===== src/rtl/dmem_arbiter.sv =====
// dmem_arbiter: round-robin two-port arbiter/sequencer for the shared data memory port.
// Latency: grant is combinational in IDLE; rvalid one cycle after mem_valid; 2 cycles minimum per transaction.
// Backpressure: gnt held low while a transaction is outstanding; the memory stalls us by withholding mem_valid.
// Optional: define DMEM_ARB_TIMEOUT_EN to abort after TIMEOUT BUSY cycles with an err pulse.
module dmem_arbiter #(
    parameter int AW      = 32,
    parameter int DW      = 32,
    parameter int TIMEOUT = 64
) (
    input  logic            clk,
    input  logic            rst,
    input  logic            p0_req,
    input  logic            p0_we,
    input  logic [AW-1:0]   p0_addr,
    input  logic [DW-1:0]   p0_wdata,
    input  logic [DW/8-1:0] p0_mask,
    output logic            p0_gnt,
    output logic            p0_rvalid,
    output logic [DW-1:0]   p0_rdata,
    input  logic            p1_req,
    input  logic            p1_we,
    input  logic [AW-1:0]   p1_addr,
    input  logic [DW-1:0]   p1_wdata,
    input  logic [DW/8-1:0] p1_mask,
    output logic            p1_gnt,
    output logic            p1_rvalid,
    output logic [DW-1:0]   p1_rdata,
    output logic            mem_cs,
    output logic            mem_wr,
    output logic [AW-1:0]   mem_addr,
    output logic [DW-1:0]   mem_wdata,
    output logic [DW/8-1:0] mem_mask,
    input  logic [DW-1:0]   mem_rdata,
    input  logic            mem_valid,
    output logic            err
);

    typedef enum logic {IDLE, BUSY} state_t;

    state_t state, state_nxt;
    logic   last_grant;   // 1 = port 1 won last, so port 0 wins the next tie
    logic   owner;        // port that owns the outstanding transaction
    logic   done;         // memory answered this cycle
    logic   timeout;      // BUSY limit hit without an answer
    logic   finish;

    assign done   = (state == BUSY) && mem_valid;
    assign finish = done || timeout;

    // State register
    always_ff @(posedge clk or posedge rst) begin
        if (rst) state <= IDLE;
        else     state <= state_nxt;
    end

    // Next state and combinational grant; ties go to the port that did not win last
    always_comb begin
        state_nxt = state;
        p0_gnt    = 1'b0;
        p1_gnt    = 1'b0;
        case (state)
            IDLE: begin
                if (p0_req && p1_req) begin
                    p0_gnt = last_grant;
                    p1_gnt = ~last_grant;
                end else begin
                    p0_gnt = p0_req;
                    p1_gnt = p1_req;
                end
                if (p0_req || p1_req) state_nxt = BUSY;
            end
            BUSY: begin
                if (finish) state_nxt = IDLE;
            end
            default: state_nxt = IDLE;
        endcase
    end

    // Memory-side registers: capture the winner's fields at grant, release chip-select at completion
    always_ff @(posedge clk or posedge rst) begin
        if (rst) begin
            mem_cs     <= 1'b1;
            mem_wr     <= 1'b1;
            mem_addr   <= '0;
            mem_wdata  <= '0;
            mem_mask   <= '0;
            owner      <= 1'b0;
            last_grant <= 1'b1;
        end else if (p0_gnt || p1_gnt) begin
            mem_cs     <= 1'b0;
            mem_wr     <= p1_gnt ? ~p1_we    : ~p0_we;
            mem_addr   <= p1_gnt ? p1_addr   : p0_addr;
            mem_wdata  <= p1_gnt ? p1_wdata  : p0_wdata;
            mem_mask   <= p1_gnt ? p1_mask   : p0_mask;
            owner      <= p1_gnt;
            last_grant <= p1_gnt;
        end else if (finish) begin
            mem_cs     <= 1'b1;
            mem_wr     <= 1'b1;
        end
    end

    // Requester-side response: rvalid pulse to the owner; load data captured, stores leave rdata alone
    always_ff @(posedge clk or posedge rst) begin
        if (rst) begin
            p0_rvalid <= 1'b0;
            p1_rvalid <= 1'b0;
            p0_rdata  <= '0;
            p1_rdata  <= '0;
        end else begin
            p0_rvalid <= finish && !owner;
            p1_rvalid <= finish && owner;
            if (timeout) begin
                if (owner) p1_rdata <= '0;
                else       p0_rdata <= '0;
            end else if (done && mem_wr) begin
                if (owner) p1_rdata <= mem_rdata;
                else       p0_rdata <= mem_rdata;
            end
        end
    end

`ifdef DMEM_ARB_TIMEOUT_EN
    localparam int CW = $clog2(TIMEOUT + 1);
    logic [CW-1:0] to_cnt;

    // to_cnt holds the number of completed BUSY cycles, so the limit fires on the TIMEOUT-th one
    assign timeout = (state == BUSY) && !mem_valid && (to_cnt == CW'(TIMEOUT - 1));

    // BUSY-cycle counter, restarted by every grant
    always_ff @(posedge clk or posedge rst) begin
        if (rst)                   to_cnt <= '0;
        else if (p0_gnt || p1_gnt) to_cnt <= '0;
        else if (state == BUSY)    to_cnt <= to_cnt + 1'b1;
    end

    // err rides alongside the aborting rvalid
    always_ff @(posedge clk or posedge rst) begin
        if (rst) err <= 1'b0;
        else     err <= timeout;
    end
`else
    logic unused_timeout;
    assign unused_timeout = (TIMEOUT > 0);
    assign timeout        = 1'b0;
    assign err            = 1'b0;
`endif

endmodule


===== config.mk =====
export PLATFORM = sky130hd
export DESIGN_NAME = dmem_arbiter
export DESIGN_NICKNAME = d
export VERILOG_FILES = /design/src/rtl/dmem_arbiter.sv
export SDC_FILE = /design/constraint.sdc
export NUM_CORES = 1
export LEC_CHECK = 0
export CAP_MARGIN = 20
export CORE_MARGIN = 2
export CORE_UTILIZATION = 45
export CTS_CLUSTER_SIZE = 24
export DETAILED_ROUTE_END_ITERATION = 10
export DONT_BUFFER_PORTS = 1
export SLEW_MARGIN = 20
export SYNTH_ARGS = -nofsm -noshare
export SYNTH_HDL_FRONTEND = slang
export SYNTH_SLANG_ARGS = --single-unit

===== constraint.sdc =====
create_clock -name clk -period 14.21 [get_ports clk]
set_input_delay 2.842 -clock clk [delete_from_list [all_inputs] [get_ports clk]]
set_output_delay 2.842 -clock clk [all_outputs]
set_load 0.03 [all_outputs]

# Yosys cells after proc, flatten, opt, wreduce, memory -nomap -nowiden
# Cells that the tools add are included.
# totals
inputBits	175
elab_cells	42
out_inout_bits	139
reg_bits	139
# op_classes
n_mux	14
reduce_logical	11
n_bitwise	5
# op_table
operator	n
32-bit 2-to-1 mux	2
1-bit 2-to-1 mux	10
1-bit logical AND	5
1-bit NOT	5
4-bit 2-to-1 mux	1
2-bit AND reduction	2
1-bit logical OR	2
1-bit one-hot mux with 2 select lines	1
2-bit nonzero test	1
1-bit zero test	1

# Logic depth before layout (Yosys ltp)
# Gate-level depths: netlist of run 1.
# logic_depth
word_depth	5
depth_mapped	6
ltp_nobuf	3

# Worst setup path before layout of run 1
# OpenSTA, ideal clock, no wires.
# synth_timing
kind	input -> output
startpoint	input p1_req
endpoint	output p0_gnt
t_required_ps	11368
path_slack_ps	7412
arrival_time_ps	3956
path_buffers	2
cell_stages	3
path_cell_list	buf_2 -> clkbuf_1 -> a211oi_1
# synth_via
elab_chain_len	3
# synth_rtl
item	line	rtl
start: declaration	20	input logic p1_req,
1-bit logical AND	63	if (p0_req && p1_req) begin
1-bit 2-to-1 mux	63	
1-bit 2-to-1 mux	61	case (state)
end: declaration	17	output logic p0_gnt,
# No other way between the ends.

# Worst setup path in the final report of run 1
# layout_timing
startpoint	input p0_req
endpoint	output p1_gnt
# layout_via
elab_chain_len	3
# layout_rtl
item	line	rtl
start: declaration	12	input logic p0_req,
1-bit logical AND	63	
1-bit 2-to-1 mux	63	
1-bit 2-to-1 mux	61	
end: declaration	25	output logic p1_gnt,
# No other way between the ends.

==> out/results.tsv, run 1 <==
metric	value	unit
complex-gate fraction of the synthesized area	13.68	%
Synth Flop Type	dfrtp_1	
sw frac	46.79	%
largest net degree at the start of global routing	83	
Critical-path top delay cell	and2_2	
top post-synthesis cells by area	dfrtp_1, mux2_2, a31oi_1	
htree depth	4	
initial antenna violation count	1	
crit path DAT	4.15	ns
Static Leak	2.606	nW
CTS root buf	clkbuf_16	
kind of cell adding the most delay to the critical path	simple AND/OR/NAND/NOR gates	
commonest non-fill, non-tap cells in the layout	dfrtp_1, nor2_1, o21ai_0	
maxcap violations	0	
clock network fraction of total power	22.7	%
Power Density	272.9	nW/um^2
Worst EP required	11.37	ns
Post-Route WL	15790	um
Worst Skew	0.009123	ns
Cell Chain, Critical Path	and2_2 -> nor2_1	
Int Power	0.9664	mW
post-synth top area share	55.37	%
total CTS buffers	17	
Final Hold Fails	0	
outcome	finished, final reports clean	
minimum clock period	6.997	ns
post-route ant nets	0	
Die ar.	14610	um^2
register area share after synthesis	56.66	%
critical setup path kind	in -> out	
post-synthesis cell count	561	
CP peak stage delay	0.85	ns
Synth area leader	dfrtp_1	
most common cell after layout, fill and taps aside	dfrtp_1	
post-route cell area	6655	um^2
Post-Syn Nets	736	
Yosys reg bits	139	
DRC Markers	0	
total grt overflow	0	
Yosys warning count	0	
first-pass iteration count of the detailed router	5	
Slew Limit Fails	0	
total negative slack	0	ns
placed cell area	6095	um^2
worst skew pair latency	0.41	ns
post-synthesis xor/xnor area fraction	0	%
Slew @ Worst Pin	1.080	ns
# nets final	698	
Iter 0 DRT Violations	295	
sequential share of power	59.8	%
Bufs and invs on worst path	0	
vias in the first global route	4504	
first-pass GRT wire length	23950	um
CTS clk-pin slew, worst paths	0.06	ns
Die X-Extent	120.9	um
crit end category	primary output	
Gates resized, CTS repair	0	
CTS tree	done	
clk sink count	139	
EDFF count, synth	0	
number of diodes	0	
via count	4425	
Syn Std Cell Area	6146	um^2
fmax	0.1429	GHz
area share of fa/ha/maj cells after synthesis	0	%
startpoint types	input pin	
largest family of logic cells by synthesized area	compound AO/OA/AOI/OAI gates	
Die Ht	120.9	um
final period utilization	49.24	%
Post-Syn Area per Cell	10.96	um^2
CTS Buffer Depth	2	
dpl hpwl	10860	um
Hold Path Class	reg -> reg	
crit path max fanout	70	
Comb pwr share	17.4	%
Max-slew headroom	28.02	%
layout cells sized above 1	19.78	%
RSZ-0062 raised after global routing	false	
io pins	314	
sw power	0.8499	mW
peak supply drop	0.0001032	V
Post-Synth Simple-Gate Area	12.42	%
routed len/inst	22.17	um
buffers added on ports	0	
# fillers	1219	
# hold bufs at CTS	0	
drt via density	6.215	
Total GRT Usage	21.17	%
Rows	42	
post-synthesis mux area share	11.73	%
Final GP Congestion	0.8286	
core area	13300	um^2
P&R area growth vs syn	8.286	%
post-synth cell types	29	
Initial Utilization	46.23	%
Post-synth ARST share	100.0	%
Post-CTS Setup Repair Bufs	0	
setup violators final	0	
-- area by class of cell --
| cell class | instances | area [um^2] | area share (%) |
|---|---|---|---|
| Clock buffer | 19 | 442.9 | 6.655 |
| Clock inverter | 13 | 116.4 | 1.748 |
| Inverter | 5 | 25.02 | 0.3760 |
| Multi-Input combinational cell | 357 | 2346 | 35.25 |
| Sequential cell | 139 | 3482 | 52.32 |
| Tap cell | 176 | 220.2 | 3.309 |
| Timing Repair Buffer | 3 | 22.52 | 0.3384 |
-- cell usage after synthesis, types with 2 or more instances --
cell      instances
dfrtp_1         136
nor2_1           71
o21ai_0          70
a31oi_1          68
nand4_1          68
mux2_2           60
clkbuf_1         27
buf_2            18
buf_4            10
buf_6             4
inv_1             4
mux2_1            4
dfstp_2           3
a21oi_1           2
nand2_1           2
-- power groups by stage --
stage                     sequential, mW  combinational, mW  clock [mW]
after CTS                           1.09              0.321       0.421
after floorplan                     1.03              0.290           0
final                               1.09              0.317       0.413
after global placement              1.09              0.304           0
after detailed placement            1.10              0.323           0
after global routing                1.11              0.359       0.435
-- routing by layer --
metal	vias to the layer above	wire, um	global-route usage (%)
met5	-	13	0
met4	2	431	9.230
met3	33	1638	8.083
met2	247	7708	35.36
met1	2149	5993	24.15
li1	1994	-	-
-- cell families (layout without fill, tap and decap cells) --
logic type             Yosys count  after routing
AO/OA/AOI/OAI                  146            146
AND/OR/NAND/NOR                146            146
flip-flops                     139            139
buffers and inverters           65             40
multiplexers                    64             64
other                            1              1
-- final timing paths --
path | start | to | slack, ns | depth (start not counted)
max in group asynchronous | rst | p1_rdata[19] | 10.51 | 2
min reg2reg | last_grant | last_grant | 0.59 | 2
max reg2reg | state | state | 11.75 | 3
min | last_grant | last_grant | 0.59 | 2
min in group asynchronous | rst | p0_rdata[24] | 2.37 | 1
max | p0_req | p1_gnt | 7.21 | 2
-- sequential cells by signal, indices dropped and copies added, names as in the netlist --
| name | cells |
|---|---|
| last_grant | 1 |
| p0_rvalid | 1 |
| mem_wdata | 32 |
| mem_mask | 4 |
| mem_wr | 1 |
| owner | 1 |
| state | 1 |
| p1_rvalid | 1 |
| mem_addr | 32 |
| mem_cs | 1 |
| p1_rdata | 32 |
| p0_rdata | 32 |
-- per-stage QoR --
step / std cells / utilization (%) / worst slack (ns) / power (mW) / hold slack, ns
floorplan: 561 / - / 7.412 / 1.323 / 0.5014
global placement: 680 / 45.80 / 7.268 / 1.395 / 0.5654
detailed placement: 680 / 45.84 / 7.203 / 1.418 / 0.5765
CTS: 712 / 50.05 / 7.208 / 1.832 / 0.5888
global route: 712 / 50.06 / 7.108 / 1.901 / 0.6157
finish: 712 / 50.06 / 7.213 / 1.816 / 0.5854
Note: power is estimated with default switching activity, not from simulation.
==> inputs of run 2 (changes only) <==
==> constraint.sdc (replaced) <==
create_clock -name clk -period 6.5 [get_ports clk]
set_input_delay 1.3 -clock clk [delete_from_list [all_inputs] [get_ports clk]]
set_output_delay 1.3 -clock clk [all_outputs]
set_load 0.03 [all_outputs]
==> run 2 against run 1 <==
Net effect:
- non-clock buffer count is 1 lower
- sequential share of layout area is 0.23 points higher
- flip-flop and latch count stayed put
- first-iteration DRC count is 46% higher
==> out/results.tsv, run 2 (synthesis results as in run 1) <==
metric	value	unit	change
outcome	finished, final reports clean		
total grt overflow	0		unchanged
# nets final	697		-0.14%
Gates resized, CTS repair	0		unchanged
total negative slack	0	ns	unchanged
Final Hold Fails	0		unchanged
# hold bufs at CTS	0		unchanged
Final GP Congestion	0.8023		-3.2%
DRC Markers	0		unchanged
crit end category	primary output		
Iter 0 DRT Violations	431		+46%
P&R area growth vs syn	7.818	%	
core area	13300	um^2	unchanged
fmax	0.2567	GHz	
minimum clock period	3.896	ns	
first-pass GRT wire length	24210	um	+1.1%
clk sink count	139		unchanged
Static Leak	2.606	nW	about the same
Power Density	594.6	nW/um^2	+120%
vias in the first global route	4387		-2.6%
total CTS buffers	17		unchanged
first-pass iteration count of the detailed router	5		unchanged
crit path DAT	2.60	ns	-1.55 ns
CTS clk-pin slew, worst paths	0.06	ns	about the same
dpl hpwl	10810	um	-0.45%
Post-CTS Setup Repair Bufs	0		unchanged
Placed Instances	679		-0.15%
commonest non-fill, non-tap cells in the layout	dfrtp_1, nor2_1, o21ai_0		
Final Util	49.84	%	-0.22 points
CP peak stage delay	0.85	ns	about the same
grt met3 use	7.801	%	-0.28 points
hold path startpoint	last_grant		
Layout Cells excl Fill	708		-0.56%
Most Crowded Layer GR	met2		
hold depth	2		unchanged
critical setup path kind	in -> out		
buffers added on ports	0		unchanged
M1 GR Usage	26.04	%	+1.9 points
Max-slew headroom	27.81	%	-0.20 points
post-route ant nets	0		unchanged
Worst Skew	0.008825	ns	-0.0002978 ns
Worst R2R End	mem_wr		
setup violators final	0		unchanged
Slew Limit Fails	0		unchanged
Rows	42		unchanged
via count	4517		+2.1%
CTS Buffer Depth	2		unchanged
Die X-Extent	120.9	um	unchanged
RSZ-0062 raised after global routing	false		
peak supply drop	0.0002314	V	+120%
worst r2r path cells	3		unchanged
initial antenna violation count	0		-1
Die Ht	120.9	um	unchanged
CTS tree	done		
largest net degree at the start of global routing	76		-8.4%
Slew @ Worst Pin	1.083	ns	+0.003062 ns
routed len/inst	22.63	um	+2.1%
Total GRT Usage	21.64	%	+0.47 points
worst skew pair latency	0.41	ns	about the same
number of diodes	0		unchanged
final period utilization	59.94	%	
crit path max fanout	70		unchanged
io pins	314		unchanged
htree depth	4		unchanged
Post-Route WL	16020	um	+1.5%
drt via density	6.380		+2.7%
Cell Chain, Critical Path	and2_2 -> nor2_1		
register-to-register setup slack	4.16	ns	-7.59 ns
maxcap violations	0		unchanged
startpoint types	input pin		
most common cell after layout, fill and taps aside	dfrtp_1		
Bufs and invs on worst path	0		unchanged
Initial Utilization	46.23	%	unchanged
Worst EP required	5.20	ns	-6.17 ns
CTS root buf	clkbuf_16		
Worst R2R Start	last_grant		
layout cells sized above 1	18.98	%	-0.79 points
GR Util met2	35.18	%	-0.18 points
Critical-path top delay cell	and2_2		
kind of cell adding the most delay to the critical path	simple AND/OR/NAND/NOR gates		
Hold Path Class	reg -> reg		
Worst Hold End	last_grant		
Die ar.	14610	um^2	unchanged
## run 2: changes by cell type in the layout (fill, tap and decap cells not counted), sizes merged
cell / before / now
clkinvlp: 3 / 0
inv: 7 / 4
clkbuf: 19 / 21
buf: 3 / 2
clkinv: 7 / 8
## run 2: stage by stage
step,hold slack [ns],cell area [um^2],setup slack (ns),power [mW]
6_report,0.5658,6626,2.604,3.940
5_1_grt,0.5965,6626,2.496,4.140
4_1_cts,0.5666,6620,2.382,3.978
3_5_place_dp,0.5545,6087,2.383,3.096
3_3_place_gp,0.5362,6082,2.439,3.042
2_1_floorplan,0.5014,6146,1.480,2.893
## run 2: how the worst max path moves through the flow
stage                       end   start  slack [ns]  cells past startpoint
detailed placement       p1_gnt  p1_req        2.38                      2
floorplan           mem_addr[0]     rst        1.48                      1
global route             p1_gnt  p0_req        2.50                      2
CTS                      p1_gnt  p1_req        2.38                      2
finish                   p1_gnt  p0_req        2.60                      2
global placement         p1_gnt  p1_req        2.44                      2
## run 2: final cells by class
class,count,area [um^2]
clock buffer,21,460.4
clock inverter,8,72.57
fill,1215,6669
inverter,5,25.02
tap,176,220.2
sequential,139,3482
timing repair buffer,2,15.01
multi-input combinational,357,2351
## run 2: metal layers
| layer | share of wire, % | routed length [um] |
|---|---|---|
| met5 | 0 | 0 |
| met4 | 2.5 | 396 |
| met3 | 10 | 1675 |
| met2 | 50 | 7977 |
| met1 | 37 | 5973 |
## run 2: where the power goes
group	leakage [nW]	switching, mW	total [mW]	internal (mW)
Clock	0.268	0.341	0.877	0.537
Sequential	1.60	1.11	2.37	1.26
Combinational	0.739	0.373	0.692	0.319
